`config.mk`:
```
export PLATFORM = sky130hd
export DESIGN_NAME = avalon_spi_csr
export DESIGN_NICKNAME = d
export VERILOG_FILES = /design/src/rtl/avalon_spi_pkg.sv /design/src/rtl/spi_go_pulse_gen.sv /design/src/rtl/avalon_spi_csr.sv
export SDC_FILE = /design/constraint.sdc
export NUM_CORES = 1
export LEC_CHECK = 0
export BUFFER_PORTS_ARGS = -buffer_cell sky130_fd_sc_hd__buf_2
export CORE_MARGIN = 2
export CORE_UTILIZATION = 47
export DETAILED_ROUTE_END_ITERATION = 10
export HOLD_SLACK_MARGIN = 0.12
export PLACE_DENSITY = 0.74
export SLEW_MARGIN = 20
export SYNTH_ARGS = -nofsm -noshare
export SYNTH_HDL_FRONTEND = slang
export SYNTH_SLANG_ARGS = --single-unit
```
`constraint.sdc`:
```
create_clock -name clk -period 1.6 [get_ports clk]
set_clock_uncertainty 0.05 [all_clocks]
set_input_delay 0.24 -clock clk [delete_from_list [all_inputs] [get_ports clk]]
set_output_delay 0.24 -clock clk [all_outputs]
set_load 0.005 [all_outputs]
```
`src/rtl/avalon_spi_pkg.sv`:
```
// Shared definitions for the Avalon-MM SPI CSR slave: register map,
// STATUS bit layout and the bus / transfer FSM state encodings.
package avalon_spi_pkg;

    // Register word addresses
    localparam int unsigned REG_TXDATA   = 0;
    localparam int unsigned REG_RXDATA   = 1;
    localparam int unsigned REG_STATUS   = 2;
    localparam int unsigned REG_CONTROL  = 3;
    localparam int unsigned REG_IRQ_EN   = 4;
    localparam int unsigned REG_CMD_READ = 5;

    // STATUS bit indices
    localparam int unsigned ST_BUSY     = 0;
    localparam int unsigned ST_RX_VALID = 1;
    localparam int unsigned ST_OVERRUN  = 2;
    localparam int unsigned ST_TX_ERR   = 3;
    localparam int unsigned ST_DONE     = 4;

    // STATUS payload, LSB first in declaration order reversed (busy is bit 0)
    typedef struct packed {
        logic done;
        logic tx_err;
        logic overrun;
        logic rx_valid;
        logic busy;
    } status_t;

    typedef enum logic {
        BUS_IDLE = 1'b0,
        BUS_ACK  = 1'b1
    } bus_state_e;

    typedef enum logic [1:0] {
        T_IDLE = 2'd0,
        T_GO   = 2'd1,
        T_WAIT = 2'd2
    } xfer_state_e;

endpackage

```
`src/rtl/spi_go_pulse_gen.sv`:
```
// Start pulse generator: a load raises pulse for exactly GO_LEN cycles.
// Ports: clk, reset_n, load (start request), pulse (registered spi_go),
//        last_c (combinational: pulse is in its final cycle).
module spi_go_pulse_gen #(
    parameter int unsigned GO_LEN = 7
) (
    input  logic clk,
    input  logic reset_n,
    input  logic load,
    output logic pulse,
    output logic last_c
);

    localparam int unsigned CNT_W = 4;

    logic [CNT_W-1:0] cnt;

    // Counter holds the number of pulse cycles remaining after the current one
    always_ff @(posedge clk or negedge reset_n) begin
        if (!reset_n) begin
            pulse <= 1'b0;
            cnt   <= '0;
        end else if (load) begin
            pulse <= 1'b1;
            cnt   <= CNT_W'(GO_LEN - 1);
        end else if (pulse) begin
            if (cnt == '0) begin
                pulse <= 1'b0;
            end else begin
                cnt <= cnt - 1'b1;
            end
        end
    end

    assign last_c = pulse & (cnt == '0);

endmodule

```
`src/rtl/avalon_spi_csr.sv`:
```
// Avalon-MM slave front end for the SPI shift engine.
// Ports: Avalon side (chip_select, address, write, write_data, read,
//        read_data, wait_request), SPI engine side (spi_tx_data, spi_go,
//        spi_cs_sel, spi_done, spi_rx_data) and a level interrupt irq.
// Every access takes two cycles: wait_request is high in BUS_IDLE while an
// access is presented, the access commits on that edge, BUS_ACK completes it.
module avalon_spi_csr
    import avalon_spi_pkg::*;
#(
    parameter int unsigned        DATA_W     = 32,
    parameter int unsigned        ADDR_W     = 3,
    parameter int unsigned        NUM_CS     = 4,
    parameter int unsigned        GO_LEN     = 7,
    parameter logic [DATA_W-1:0]  DUMMY_WORD = '1,
    localparam int unsigned       CS_W       = (NUM_CS > 1) ? $clog2(NUM_CS) : 1
) (
    input  logic              clk,
    input  logic              reset_n,
    input  logic              chip_select,
    input  logic [ADDR_W-1:0] address,
    input  logic              write,
    input  logic [DATA_W-1:0] write_data,
    input  logic              read,
    output logic [DATA_W-1:0] read_data,
    output logic              wait_request,
    output logic [DATA_W-1:0] spi_tx_data,
    output logic              spi_go,
    output logic [CS_W-1:0]   spi_cs_sel,
    input  logic              spi_done,
    input  logic [DATA_W-1:0] spi_rx_data,
    output logic              irq
);

    bus_state_e  bus_state, bus_next;
    xfer_state_e x_state, x_next;

    logic [CS_W-1:0]   ctrl_cs;
    logic [DATA_W-1:0] rx_word;
    logic [DATA_W-1:0] rd_mux_c;
    logic              done_ie, rx_ie;
    logic              rx_valid, overrun, tx_err, done;
    logic              done_prev;
    logic              busy_c, go_load_c, go_last_c;
    status_t           status_c;

    // Access decode; an access commits only on the BUS_IDLE edge
    logic access_c, commit_c, wr_c, rd_c, rd_rx_c;
    logic is_tx_c, is_rx_c, is_st_c, is_ctl_c, is_ie_c, is_cmd_c;
    logic start_c, complete_c;

    assign access_c = chip_select & (read | write);
    assign commit_c = (bus_state == BUS_IDLE) & access_c;
    assign wr_c     = commit_c & write;
    assign rd_c     = commit_c & read;
    assign is_tx_c  = (address == ADDR_W'(REG_TXDATA));
    assign is_rx_c  = (address == ADDR_W'(REG_RXDATA));
    assign is_st_c  = (address == ADDR_W'(REG_STATUS));
    assign is_ctl_c = (address == ADDR_W'(REG_CONTROL));
    assign is_ie_c  = (address == ADDR_W'(REG_IRQ_EN));
    assign is_cmd_c = (address == ADDR_W'(REG_CMD_READ));
    // Write wins over read, so read side effects only apply to pure reads
    assign rd_rx_c    = rd_c & ~write & is_rx_c;
    assign start_c    = wr_c & (is_tx_c | is_cmd_c);
    assign complete_c = (x_state == T_WAIT) & spi_done & ~done_prev;

    // Bus FSM: state register
    always_ff @(posedge clk or negedge reset_n) begin
        if (!reset_n) bus_state <= BUS_IDLE;
        else          bus_state <= bus_next;
    end

    // Bus FSM: next state
    always_comb begin
        bus_next = bus_state;
        case (bus_state)
            BUS_IDLE: if (access_c) bus_next = BUS_ACK;
            BUS_ACK:  bus_next = BUS_IDLE;
            default:  bus_next = BUS_IDLE;
        endcase
    end

    // Bus FSM: outputs
    always_comb begin
        wait_request = 1'b0;
        if (bus_state == BUS_IDLE && access_c) wait_request = 1'b1;
    end

    // Transfer FSM: state register
    always_ff @(posedge clk or negedge reset_n) begin
        if (!reset_n) x_state <= T_IDLE;
        else          x_state <= x_next;
    end

    // Transfer FSM: next state
    always_comb begin
        x_next = x_state;
        case (x_state)
            T_IDLE:  if (start_c)    x_next = T_GO;
            T_GO:    if (go_last_c)  x_next = T_WAIT;
            T_WAIT:  if (complete_c) x_next = T_IDLE;
            default: x_next = T_IDLE;
        endcase
    end

    // Transfer FSM: outputs
    always_comb begin
        busy_c    = 1'b0;
        go_load_c = 1'b0;
        if (x_state != T_IDLE) busy_c = 1'b1;
        if (x_state == T_IDLE && start_c) go_load_c = 1'b1;
    end

    spi_go_pulse_gen #(.GO_LEN(GO_LEN)) u_go (
        .clk     (clk),
        .reset_n (reset_n),
        .load    (go_load_c),
        .pulse   (spi_go),
        .last_c  (go_last_c)
    );

    // Read data source selection
    always_comb begin
        status_c.done     = done;
        status_c.tx_err   = tx_err;
        status_c.overrun  = overrun;
        status_c.rx_valid = rx_valid;
        status_c.busy     = busy_c;
        rd_mux_c = '0;
        if      (is_tx_c)  rd_mux_c = spi_tx_data;
        else if (is_rx_c)  rd_mux_c = rx_word;
        else if (is_st_c)  rd_mux_c = DATA_W'(status_c);
        else if (is_ctl_c) rd_mux_c = DATA_W'(ctrl_cs);
        else if (is_ie_c)  rd_mux_c = DATA_W'({rx_ie, done_ie});
    end

    // Register file, status flags and interrupt
    always_ff @(posedge clk or negedge reset_n) begin
        if (!reset_n) begin
            read_data   <= '0;
            spi_tx_data <= '0;
            spi_cs_sel  <= '0;
            ctrl_cs     <= '0;
            rx_word     <= '0;
            done_ie     <= 1'b0;
            rx_ie       <= 1'b0;
            rx_valid    <= 1'b0;
            overrun     <= 1'b0;
            tx_err      <= 1'b0;
            done        <= 1'b0;
            done_prev   <= 1'b0;
            irq         <= 1'b0;
        end else begin
            done_prev <= spi_done;
            irq       <= (done_ie & done) | (rx_ie & rx_valid);

            if (rd_c) read_data <= rd_mux_c;

            if (go_load_c) begin
                spi_tx_data <= is_cmd_c ? DUMMY_WORD : write_data;
                spi_cs_sel  <= ctrl_cs;
            end

            if (wr_c && is_ctl_c) ctrl_cs <= (NUM_CS > 1) ? write_data[CS_W-1:0] : '0;
            if (wr_c && is_ie_c) begin
                done_ie <= write_data[0];
                rx_ie   <= write_data[1];
            end

            if (complete_c) rx_word <= spi_rx_data;

            // Set conditions take priority over clears on the same edge
            if (complete_c)   rx_valid <= 1'b1;
            else if (rd_rx_c) rx_valid <= 1'b0;

            if (complete_c && rx_valid && !rd_rx_c)           overrun <= 1'b1;
            else if (wr_c && is_st_c && write_data[ST_OVERRUN]) overrun <= 1'b0;

            if (start_c && busy_c)                             tx_err <= 1'b1;
            else if (wr_c && is_st_c && write_data[ST_TX_ERR]) tx_err <= 1'b0;

            if (complete_c)                                  done <= 1'b1;
            else if (wr_c && is_st_c && write_data[ST_DONE]) done <= 1'b0;
        end
    end

endmodule
```
==> results.ini <==
[synth]
synth_xor_area_share_pct=0.357
synth-seq-cells=116
ys_async_sr_fraction_pct=100
synth_top_family_by_area=compound AO/OA/AOI/OAI gates
synth_nets=515
synth_top_area_share_pct=59.1
synth.most_common_cell=dfrtp_1
syn_inst=441
ys.warnings.count=0
synth_fa_ha_area_share_pct=0.255
netlist-cell-type-count=42
synth_edf_count=0
synthFlopType=dfrtp_1
synth_area_sq_mm=0.00491
synth_top_area_cell=dfrtp_1
avgSynthCellArea_sq_um=11.1
synthMuxAreaShare_pct=9.73
synth-seq-area-share_pct=59.1
synth_compound_area_share_pct=13.6
synth-simple-area-share_pct=13.0
yosys-top-cells-area=dfrtp_1, mux2_2, nor2_1
yosys-top-cells-count=dfrtp_1, nor2_1, nand2_1, mux2_2, o21ai_0

[sta]
finalMaxSlewViolations=0
worst_slew_pin_slew_ns=0.416
period_share_pct=107
rsz0062_at_grt=yes
slew_headroom_pct=72.3
setup_viol=50
setup_ws_ns=-0.104
fin_crit_ns=1.70
fmax_ghz=0.587
finalHoldViolations=0

[worst_setup_path]
path_cells=buf_12 > nor4b_4 > buf_4 > buf_8 > mux2_2
end_kind=flop
required_ns=1.94
crit_fanout=7
setup.worst_path.start_class=flop
slowest_stage=dfrtp_2
worst_ep_arrival_time_ns=2.05
r2r_cells=5
slowest_delay_ns=0.43
worstSetupPathType=flop to flop

[placement]
place_congestion=0.802
port_buffers=141
dp_hpwl_mm=8.64

[power]
ir_drop_mv=0.861
power_frac_comb_pct=26.0
switchingPower_mw=3.47
p_leak_nw=3.64
p_per_area_mw_per_mm2=1560
switching_share_pct=29.0
p_int_mw=8.47
seq_power_share_pct=41.5
p_clk_share_pct=32.6
totalPowerFinal_mw=11.9

[clock_network]
cts.htree.levels=4
cts_tree=done
root_buffer=clkbuf_8
clk_latency_ns=0.52
cts_buffer_depth=2
cts.reportedPaths.clkPinSlew_ns=0.06
numCtsBuffers=17
cts.sinks=116

[drt]
vias_per_cell=5.31
wl_met2_mm=7.59
met1Wirelength_mm=5.96
drtPass1Iterations=5
via_count=4457
avgRoutedWirePerCell_microns=17.4
met3_length_microns=723
drt.antenna.violating_nets=0
routed_wl_mm=14.6
top_layer=met4
drc=0
drtIter0Drc=237

[floorplanning]
io_pins=142
fp.dieH_microns=106
num_rows=37
die_w_microns=106
dieArea_sq_mm=0.0113
initial_utilization_pct=48.0
coreArea_sq_mm=0.0102

[global_route]
grt_pass1_vias=4518
grt_usage_pct=25.6
grt_pass1_wl_mm=22.3
grt_max_degree=35
overflow=0
antenna_found_initial=0

[layout]
finalNetCount=765
drive_above_1_share_pct=41.3
num_antenna_cells=0
fillCellCount=661
final_util_pct=74.6
area_delta_synth_final_pct=55.5

[min_path]
hold_path.class=input port to asynchronous set/reset pin

[run_status]
outcome=complete, but fails checks
violations=negative setup slack

[job]
max_cap_violations=0

-- flip-flops by register name, summed over array words and instances (netlist names) --
register	flops
tx_err	1
u_go.pulse	1
overrun	1
spi_tx_data	32
spi_cs_sel	2
rx_valid	1
ctrl_cs	2
bus_state	1
rx_ie	1
read_data	32
done	1
x_state	2
done_ie	1
irq	1
rx_word	32
u_go.cnt	4
done_prev	1
-- logic make-up after synthesis --
kind of cell,after synthesis
compound gates,110
xor+xnor,2
fa+ha+maj,1
buf+inv,33
flops,116
mux,43
simple gates,136
-- power by group through the flow --
| stage | sequential, mW | combinational, mW | clock (mW) |
|---|---|---|---|
| after floorplan | 4.79 | 1.35 | 0 |
| after global placement | 4.86 | 2.43 | 0 |
| after detailed placement | 4.92 | 2.55 | 0 |
| after CTS | 4.89 | 2.82 | 3.93 |
| after global routing | 5.09 | 3.43 | 4.10 |
| final | 4.95 | 3.10 | 3.89 |
-- layout make-up --
type	instances	area (sq um)	share of cell area [%]
Inverter	4	15.0	0.197
Multi-Input combinational cell	292	2000	26.1
Tap cell	136	170	2.23
Clock buffer	22	453	5.93
Timing Repair Buffer	260	1950	25.5
Sequential cell	116	2900	38.0
Clock inverter	9	153	2.00
-- final timing paths --
path                               startpoint            end  slack (ns)
worst min register to register  read_data[15]  read_data[15]        0.43
worst max-delay path               x_state[0]    rx_word[20]       -0.10
max in group asynchronous             reset_n     x_state[0]        0.82
min in group clk                   address[0]   read_data[4]        0.18
worst max register to register     x_state[0]    rx_word[20]       -0.10
worst min-delay path                  reset_n  read_data[16]        0.15
-- layer usage --
layer	vias up	GRT usage (%)
met4	0	10.8
met3	33	6.32
li1	2037	-
met5	-	0
met2	167	42.8
met1	2220	31.7
-- metrics by stage --
stage / TNS (ns) / worst slack (ns) / cells / cell area, sq um / hold WS, ns
2_1_floorplan: -0.0192 / -0.00959 / 441 / 4920 / -0.106
3_3_place_gp: 0 / 0.00891 / 723 / 5960 / 0.151
3_5_place_dp: -0.177 / -0.0466 / 723 / 5960 / 0.153
4_1_cts: -0.849 / -0.0537 / 827 / 7360 / 0.141
5_1_grt: -5.61 / -0.152 / 839 / 7640 / 0.166
6_report: -2.34 / -0.104 / 839 / 7640 / 0.153
-- worst max-delay path, delay by kind of cell (launching register included) --
| kind | cells | cell delay, ns |
|---|---|---|
| buf+inv | 3 | 0.44 |
| flops | 1 | 0.43 |
| mux | 1 | 0.34 |
| simple gates | 1 | 0.32 |
-- what timing repair did --
item	CTS	global route
endpoints found under the setup margin	19	71
cloned	1	3
hold buffers	68	0
setup buffers	4	10
endpoints found under the hold margin	191	0
pin swaps	1	1
gates resized for setup	14	44
-- cell usage in the layout, fill, tap and decap left out, types with 3 or more instances in the layout --
master | Yosys | routed
nor2_1 | 72 | 64
inv_1 | 4 | 4
buf_2 | 10 | 140
a22oi_1 | 27 | 27
dlygate4sd3_1 | 0 | 68
clkbuf_16 | 0 | 17
buf_8 | 0 | 4
mux2i_1 | 5 | 5
a22o_1 | 5 | 5
buf_4 | 5 | 34
a21oi_2 | 0 | 13
buf_12 | 0 | 9
nor2_2 | 0 | 7
a21oi_1 | 33 | 20
mux2_4 | 0 | 17
buf_6 | 5 | 4
nor3b_1 | 5 | 4
o21ai_0 | 35 | 35
clkbuf_8 | 0 | 3
clkbuf_1 | 9 | 3
nand2_1 | 37 | 37
nor3_1 | 4 | 4
bufinv_16 | 0 | 4
dfrtp_1 | 116 | 115
clkinvlp_4 | 0 | 3
mux2_2 | 36 | 21
No activity file was read; power rests on OpenSTA's default activity.
